**src/rtl/revo_word_scheduler.sv**
```systemverilog
// revo_word_scheduler
//
// Builds the revolution-marker word for the 8-bit OSERDES word input of the
// clock/revo generator. One revolution lasts period+1 word-clock cycles. At
// each revolution boundary a marker of programmable serial phase and width is
// placed into the word stream. Bit WIDTH-1 of a word is transmitted first.
// Marker bits that run past the end of a word spill into the first positions
// of the next word. Runs are either continuous or a fixed number of
// revolutions. A configuration offered while running is held, then applied at
// the next marker so that each revolution uses a single consistent config.
//
// Optional feature macro: REVO_WORD_SCHEDULER_REVOLUTION_COUNTER_EN
//   defined   -> revolution_count counts emitted markers; it wraps and clears
//                on reset and on a start accepted from IDLE
//   undefined -> revolution_count is tied to zero
//
// Ports:
//   clock                 word clock; all logic on its rising edge
//   reset                 synchronous, active-high
//   cfg_period_minus_one  words per revolution minus one
//   cfg_phase             serial position of the first marker bit
//   cfg_marker_width      marker length in bits (0 = none, >WIDTH clamps)
//   cfg_valid/cfg_ready   config handshake; ready is low while a config is held
//   start, stop           single-cycle run control (stop wins)
//   burst_count           revolutions per run, sampled at start (0 = forever)
//   revo_word             registered word to the OSERDES
//   revo_strobe           high in the cycle revo_word carries a marker start
//   busy                  scheduler is not idle
//   revolution_count      markers emitted since start (feature-dependent)

module revo_word_scheduler #(
    parameter int WIDTH                    = 8,
    parameter int COUNTER_WIDTH            = 11,
    parameter int DEFAULT_PERIOD_MINUS_ONE = 1279
) (
    input  logic                       clock,
    input  logic                       reset,
    input  logic [COUNTER_WIDTH-1:0]   cfg_period_minus_one,
    input  logic [$clog2(WIDTH)-1:0]   cfg_phase,
    input  logic [$clog2(WIDTH):0]     cfg_marker_width,
    input  logic                       cfg_valid,
    output logic                       cfg_ready,
    input  logic                       start,
    input  logic                       stop,
    input  logic [15:0]                burst_count,
    output logic [WIDTH-1:0]           revo_word,
    output logic                       revo_strobe,
    output logic                       busy,
    output logic [31:0]                revolution_count
);

    localparam int PHASE_W = $clog2(WIDTH);
    localparam int MW_W    = PHASE_W + 1;
    localparam int SPAN    = 2 * WIDTH;
    localparam logic [SPAN-1:0] ALL_ONES = '1;

    typedef enum logic [1:0] {
        IDLE,
        RUN,
        DRAIN
    } state_t;

    state_t                   state;
    logic [COUNTER_WIDTH-1:0] counter;
    logic [15:0]              remaining;
    logic [WIDTH-1:0]         spill_pending;

    // Active configuration
    logic [COUNTER_WIDTH-1:0] act_period;
    logic [PHASE_W-1:0]       act_phase;
    logic [MW_W-1:0]          act_width;

    // Configuration held while running, applied at the next marker
    logic [COUNTER_WIDTH-1:0] pend_period;
    logic [PHASE_W-1:0]       pend_phase;
    logic [MW_W-1:0]          pend_width;
    logic                     pend_valid;

    // Effective configuration for a marker emitted this edge
    logic [COUNTER_WIDTH-1:0] eff_period;
    logic [PHASE_W-1:0]       eff_phase;
    logic [MW_W-1:0]          eff_width;
    logic [MW_W-1:0]          cfg_width_clamped;

    logic [SPAN-1:0]          marker_ones;
    logic [SPAN-1:0]          marker_bits;
    logic [WIDTH-1:0]         new_main;
    logic [WIDTH-1:0]         new_spill;
    int unsigned              marker_shift;

    assign cfg_ready = !pend_valid;
    assign busy      = (state != IDLE);

    always_comb begin
        cfg_width_clamped = cfg_marker_width;
        if (cfg_marker_width > MW_W'(WIDTH)) begin
            cfg_width_clamped = MW_W'(WIDTH);
        end
    end

    always_comb begin
        eff_period = act_period;
        eff_phase  = act_phase;
        eff_width  = act_width;
        if (pend_valid) begin
            eff_period = pend_period;
            eff_phase  = pend_phase;
            eff_width  = pend_width;
        end
    end

    // Two-word window: the upper half is the current word, the lower half the
    // next one. Serial position s maps to window bit SPAN-1-s, so a run of
    // eff_width ones is shifted up until its top bit sits at position phase.
    always_comb begin
        marker_shift = 32'(SPAN) - 32'(eff_phase) - 32'(eff_width);
        marker_ones  = ~(ALL_ONES << eff_width);
        marker_bits  = marker_ones << marker_shift;
        new_main     = marker_bits[SPAN-1:WIDTH];
        new_spill    = marker_bits[WIDTH-1:0];
    end

    always_ff @(posedge clock) begin
        if (reset) begin
            state         <= IDLE;
            counter       <= '0;
            remaining     <= '0;
            spill_pending <= '0;
            revo_word     <= '0;
            revo_strobe   <= 1'b0;
            act_period    <= COUNTER_WIDTH'(DEFAULT_PERIOD_MINUS_ONE);
            act_phase     <= '0;
            act_width     <= MW_W'(WIDTH);
            pend_period   <= '0;
            pend_phase    <= '0;
            pend_width    <= '0;
            pend_valid    <= 1'b0;
        end else begin
            // Configuration intake. A config still held when the run ends
            // (stop before the next marker) is applied once back in IDLE.
            if (cfg_valid && !pend_valid) begin
                if (state == IDLE) begin
                    act_period <= cfg_period_minus_one;
                    act_phase  <= cfg_phase;
                    act_width  <= cfg_width_clamped;
                end else begin
                    pend_period <= cfg_period_minus_one;
                    pend_phase  <= cfg_phase;
                    pend_width  <= cfg_width_clamped;
                    pend_valid  <= 1'b1;
                end
            end else if (state == IDLE && pend_valid) begin
                act_period <= pend_period;
                act_phase  <= pend_phase;
                act_width  <= pend_width;
                pend_valid <= 1'b0;
            end

            case (state)
                IDLE: begin
                    revo_word   <= '0;
                    revo_strobe <= 1'b0;
                    if (start && !stop) begin
                        state     <= RUN;
                        counter   <= '0;
                        remaining <= burst_count;
                    end
                end

                RUN: begin
                    if (stop) begin
                        // A spill still owed is sent from DRAIN, one cycle
                        // after the stop edge.
                        revo_word   <= '0;
                        revo_strobe <= 1'b0;
                        state       <= (spill_pending != '0) ? DRAIN : IDLE;
                    end else if (counter == '0) begin
                        revo_word     <= new_main | spill_pending;
                        spill_pending <= new_spill;
                        revo_strobe   <= 1'b1;
                        counter       <= eff_period;
                        if (pend_valid) begin
                            act_period <= pend_period;
                            act_phase  <= pend_phase;
                            act_width  <= pend_width;
                            pend_valid <= 1'b0;
                        end
                        if (remaining == 16'd1) begin
                            state <= (new_spill != '0) ? DRAIN : IDLE;
                        end else if (remaining != '0) begin
                            remaining <= remaining - 16'd1;
                        end
                    end else begin
                        revo_word     <= spill_pending;
                        spill_pending <= '0;
                        counter       <= counter - 1'b1;
                        revo_strobe   <= 1'b0;
                    end
                end

                DRAIN: begin
                    revo_word     <= spill_pending;
                    spill_pending <= '0;
                    revo_strobe   <= 1'b0;
                    state         <= IDLE;
                end

                default: begin
                    revo_word     <= '0;
                    revo_strobe   <= 1'b0;
                    spill_pending <= '0;
                    state         <= IDLE;
                end
            endcase
        end
    end

`ifdef REVO_WORD_SCHEDULER_REVOLUTION_COUNTER_EN
    logic [31:0] rev_count;

    // Counts at the same edge that raises revo_strobe.
    always_ff @(posedge clock) begin
        if (reset) begin
            rev_count <= '0;
        end else if (state == IDLE && start && !stop) begin
            rev_count <= '0;
        end else if (state == RUN && !stop && counter == '0) begin
            rev_count <= rev_count + 32'd1;
        end
    end

    assign revolution_count = rev_count;
`else
    assign revolution_count = '0;
`endif

endmodule

```
**config.mk**
```make
export PLATFORM = sky130hd
export DESIGN_NAME = revo_word_scheduler
export DESIGN_NICKNAME = d
export VERILOG_FILES = /design/src/rtl/revo_word_scheduler.sv
export SDC_FILE = /design/constraint.sdc
export NUM_CORES = 1
export LEC_CHECK = 0
export CAP_MARGIN = 25
export CORE_MARGIN = 1
export CORE_UTILIZATION = 30
export DETAILED_ROUTE_END_ITERATION = 10
export PLACE_DENSITY_LB_ADDON = 0.08
export SYNTH_ARGS = -nofsm -noshare
export SYNTH_HDL_FRONTEND = slang
export SYNTH_SLANG_ARGS = --single-unit
export TNS_END_PERCENT = 1
```
**constraint.sdc**
```tcl
create_clock -name clock -period 4.65 [get_ports clock]
set_input_delay 0.93 -clock clock [delete_from_list [all_inputs] [get_ports clock]]
set_output_delay 0.93 -clock clock [all_outputs]
set_load 0.005 [all_outputs]
```
==> run summary <==
share of cells above drive strength 1: 6.250%
IO Count: 82
Worst Hold Class: reg2reg
Buffers on Ports: 49
post-route ant nets: 0
top post-synthesis cells by area: dfxtp_1, a21oi_1, nand2_1, o21ai_0, mux2i_1
critical path capture point type: flop
Total GRT Usage: 17.81%
routability congestion estimate: 0.8664
Critical Path Max Stage Delay: 0.73 ns
sequential share of the synthesized area: 30.93%
first-pass GRT wire length: 25,410 um
final hold viol count: 0
via count: 5,278
Post-synth EDFFs: 0
Distinct cells, synth: 75
Leak Pwr: 2.204 nW
worst setup margin: 0.7321 ns
Syn Inst Count: 705
period utilization: 84.26%
Synth top area share: 30.93%
CP Data Required Time: 4.86 ns
final setup violation count: 0
Critical Path Source Type: flop
asr flop ratio synth: 0%
CTS tree: built
DRC: 0
clk slew on worst S/H paths: 0.07 ns
Avg Cell Area, Syn: 7.619 sq um
maximum VDD drop: 187.0 uV
max-slew violations: 0
Layout area overhead: 15.40%
Placement Setup Slack: 0.8083 ns
Die Area: 0.01844 sq mm
Skew-Pair Late Insertion Delay: 0.34 ns
DRT iter0 DRCs: 431
Worst EP arrival: 4.13 ns
Tightest Pin Transition: 0.8813 ns
# rows: 48
crit path from: pend_valid
starting density of the core: 30.84%
H-tree levels: 3
Final min period: 3.918 ns
largest net degree at the start of global routing: 65
Antenna Cells: 0
Hold Path Depth: 2
fmax: 255.2 MHz
vias in the first global route: 4,785
Max transition margin: 41.05%
hold path startpoint: counter[1]
die width: 135.8 um
Routed WL: 16,130 um
synth warn: 0
reg2reg start: pend_valid
wire per inst: 16.78 um
initial antenna violation count: 0
# nets final: 783
status: finished clean
via/cell ratio: 5.492
DR pass1 iterations: 5
Resize count post-CTS: 0
crit-path cells: mux2i_1 > inv_1 > ha_1 > fa_1 > xor2_1 > nand2_1 > o221ai_1 > o21ai_0 > nor4_1 > a21oi_1
setup bufs post-CTS: 0
total CTS buffers: 9
R2R depth: 10
CP max stage cell: xor2_1
MaxCap Viol Count: 0
clock skew: 0.006126 ns
Yosys reg bits: 83
CTS Sinks: 83
kind of critical path: reg2reg
dpl hpwl: 11,300 um
CTS Hold Bufs: 0
Core ar.: 0.01742 sq mm
pwr dens: 343.4 mW/mm^2
die extent in y: 135.8 um
hold endpoint: counter[1]
Post-Syn Area: 0.005371 sq mm
setup repair after global routing missed its margin: false
r2r endpoint: state[1]
clock root buffer: clkbuf_16
worst-path fanout max: 16
Fin Setup TNS: 0 ns
area leader, netlist: dfxtp_1
clk buf depth: 2
total congestion overflow: 0
Synth Flop Type: dfxtp_1
R2R Setup Slk: 0.73 ns
## flip-flops by register name, summed over array words and instances, names as in the netlist
signal / cells
remaining: 16
act_period: 11
counter: 11
pend_period: 11
revo_word: 8
spill_pending: 8
act_width: 4
pend_width: 4
act_phase: 3
pend_phase: 3
state: 2
pend_valid: 1
revo_strobe: 1
## layout by cell type, fill, tap and decap left out, types with 4 or more instances in the layout
cell	n
nand4_1	9
nor3_1	31
a21oi_1	77
inv_1	22
o2bb2ai_1	4
o31ai_1	4
o32ai_1	4
mux2_2	4
a32oi_1	7
a221o_1	10
nor2b_1	9
ha_1	12
o21ai_0	52
a22oi_1	8
or3_1	4
o22ai_1	6
a31oi_1	6
conb_1	32
clkbuf_16	9
and2_1	4
nor4_1	7
a211oi_2	4
mux2i_1	25
nor2_1	40
nand3_1	15
or4_1	4
dfxtp_1	83
o211ai_1	5
nor3b_1	5
nand2_1	99
a211oi_1	4
buf_4	13
clkdlybuf4s50_1	48
o221ai_1	5
## final cells by class
cell class | instances | area (sq um)
clock buffers | 13 | 260.3
fillers | 1847 | 11220
flip-flops and latches | 83 | 1662
inverters | 23 | 86.33
clock inverters | 3 | 22.52
well taps | 225 | 281.5
multi-input cells | 552 | 3303
repair buffers | 62 | 583.1
## critical path, delay by kind of cell, from the launching register on
family                     cells  cell delay (ns)
muxes                          1             0.47
DFF                            1             0.72
and+or+nand+nor                2             0.54
AOI/OAI and AO/OA              3             0.53
buffers and inverters          1             0.10
adders and majority gates      2             0.70
xor gates and xnor gates       1             0.73
## layer usage
metal | global-route usage (%) | up-vias | share of wire, %
li1 | - | 2582 | -
met1 | 24.25 | 2516 | 48
met2 | 27.44 | 151 | 46
met3 | 3.542 | 29 | 4.1
met4 | 6.929 | 0 | 2.2
met5 | 0 | - | 0
## worst max-delay path by stage
stage / to / slack [ns] / depth (start not counted)
6_report: state[1] / 0.73 / 10
5_1_grt: state[1] / 0.30 / 10
4_1_cts: state[1] / 0.77 / 10
3_5_place_dp: state[1] / 0.81 / 10
3_3_place_gp: state[1] / 0.93 / 9
2_1_floorplan: revo_word[6] / 0.28 / 15
## cell usage after synthesis, types with 5 or more instances
cell	n
a21oi_1	77
a221o_1	10
a22oi_1	8
a31oi_1	6
a32oi_1	7
buf_1	6
buf_4	32
clkbuf_1	34
dfxtp_1	83
ha_1	12
inv_1	22
mux2i_1	25
nand2_1	99
nand3_1	15
nand4_1	9
nor2_1	40
nor2b_1	9
nor3_1	31
nor3b_1	5
nor4_1	7
o211ai_1	5
o21ai_0	52
o221ai_1	5
o22ai_1	6
## logic make-up (layout without fill, tap and decap cells)
family	Yosys count	count (layout)	share of synthesized area, %
adder cells (fa/ha/maj)	14	14	3.354
XOR/XNOR	2	2	0.3262
other	1	32	0.06981
AND/OR/NAND/NOR	245	245	22.06
buffers and inverters	101	101	9.737
multiplexers	29	29	5.497
flip-flops	83	83	30.93
AO/OA/AOI/OAI	230	230	28.02
## metrics by stage
stage	utilization (%)	area (sq um)	power (W)	std cells	hold slack, ns
after floorplan	-	5488	0.001269	736	0.4411
after global placement	33.97	5916	0.001438	945	0.4541
after detailed placement	33.97	5916	0.001438	945	0.4597
after CTS	35.59	6198	0.002148	961	0.4712
after global routing	35.59	6198	0.002255	961	0.4927
final	35.59	6198	0.002128	961	0.4682
## power by group
group	leakage, nW	internal (W)	total (W)	switching [W]
logic	1.40	0.000231	0.000656	0.000425
registers	0.676	0.000745	0.000775	0.0000298
clock network	0.128	0.000392	0.000697	0.000305
(Power assumes the default switching activity.)
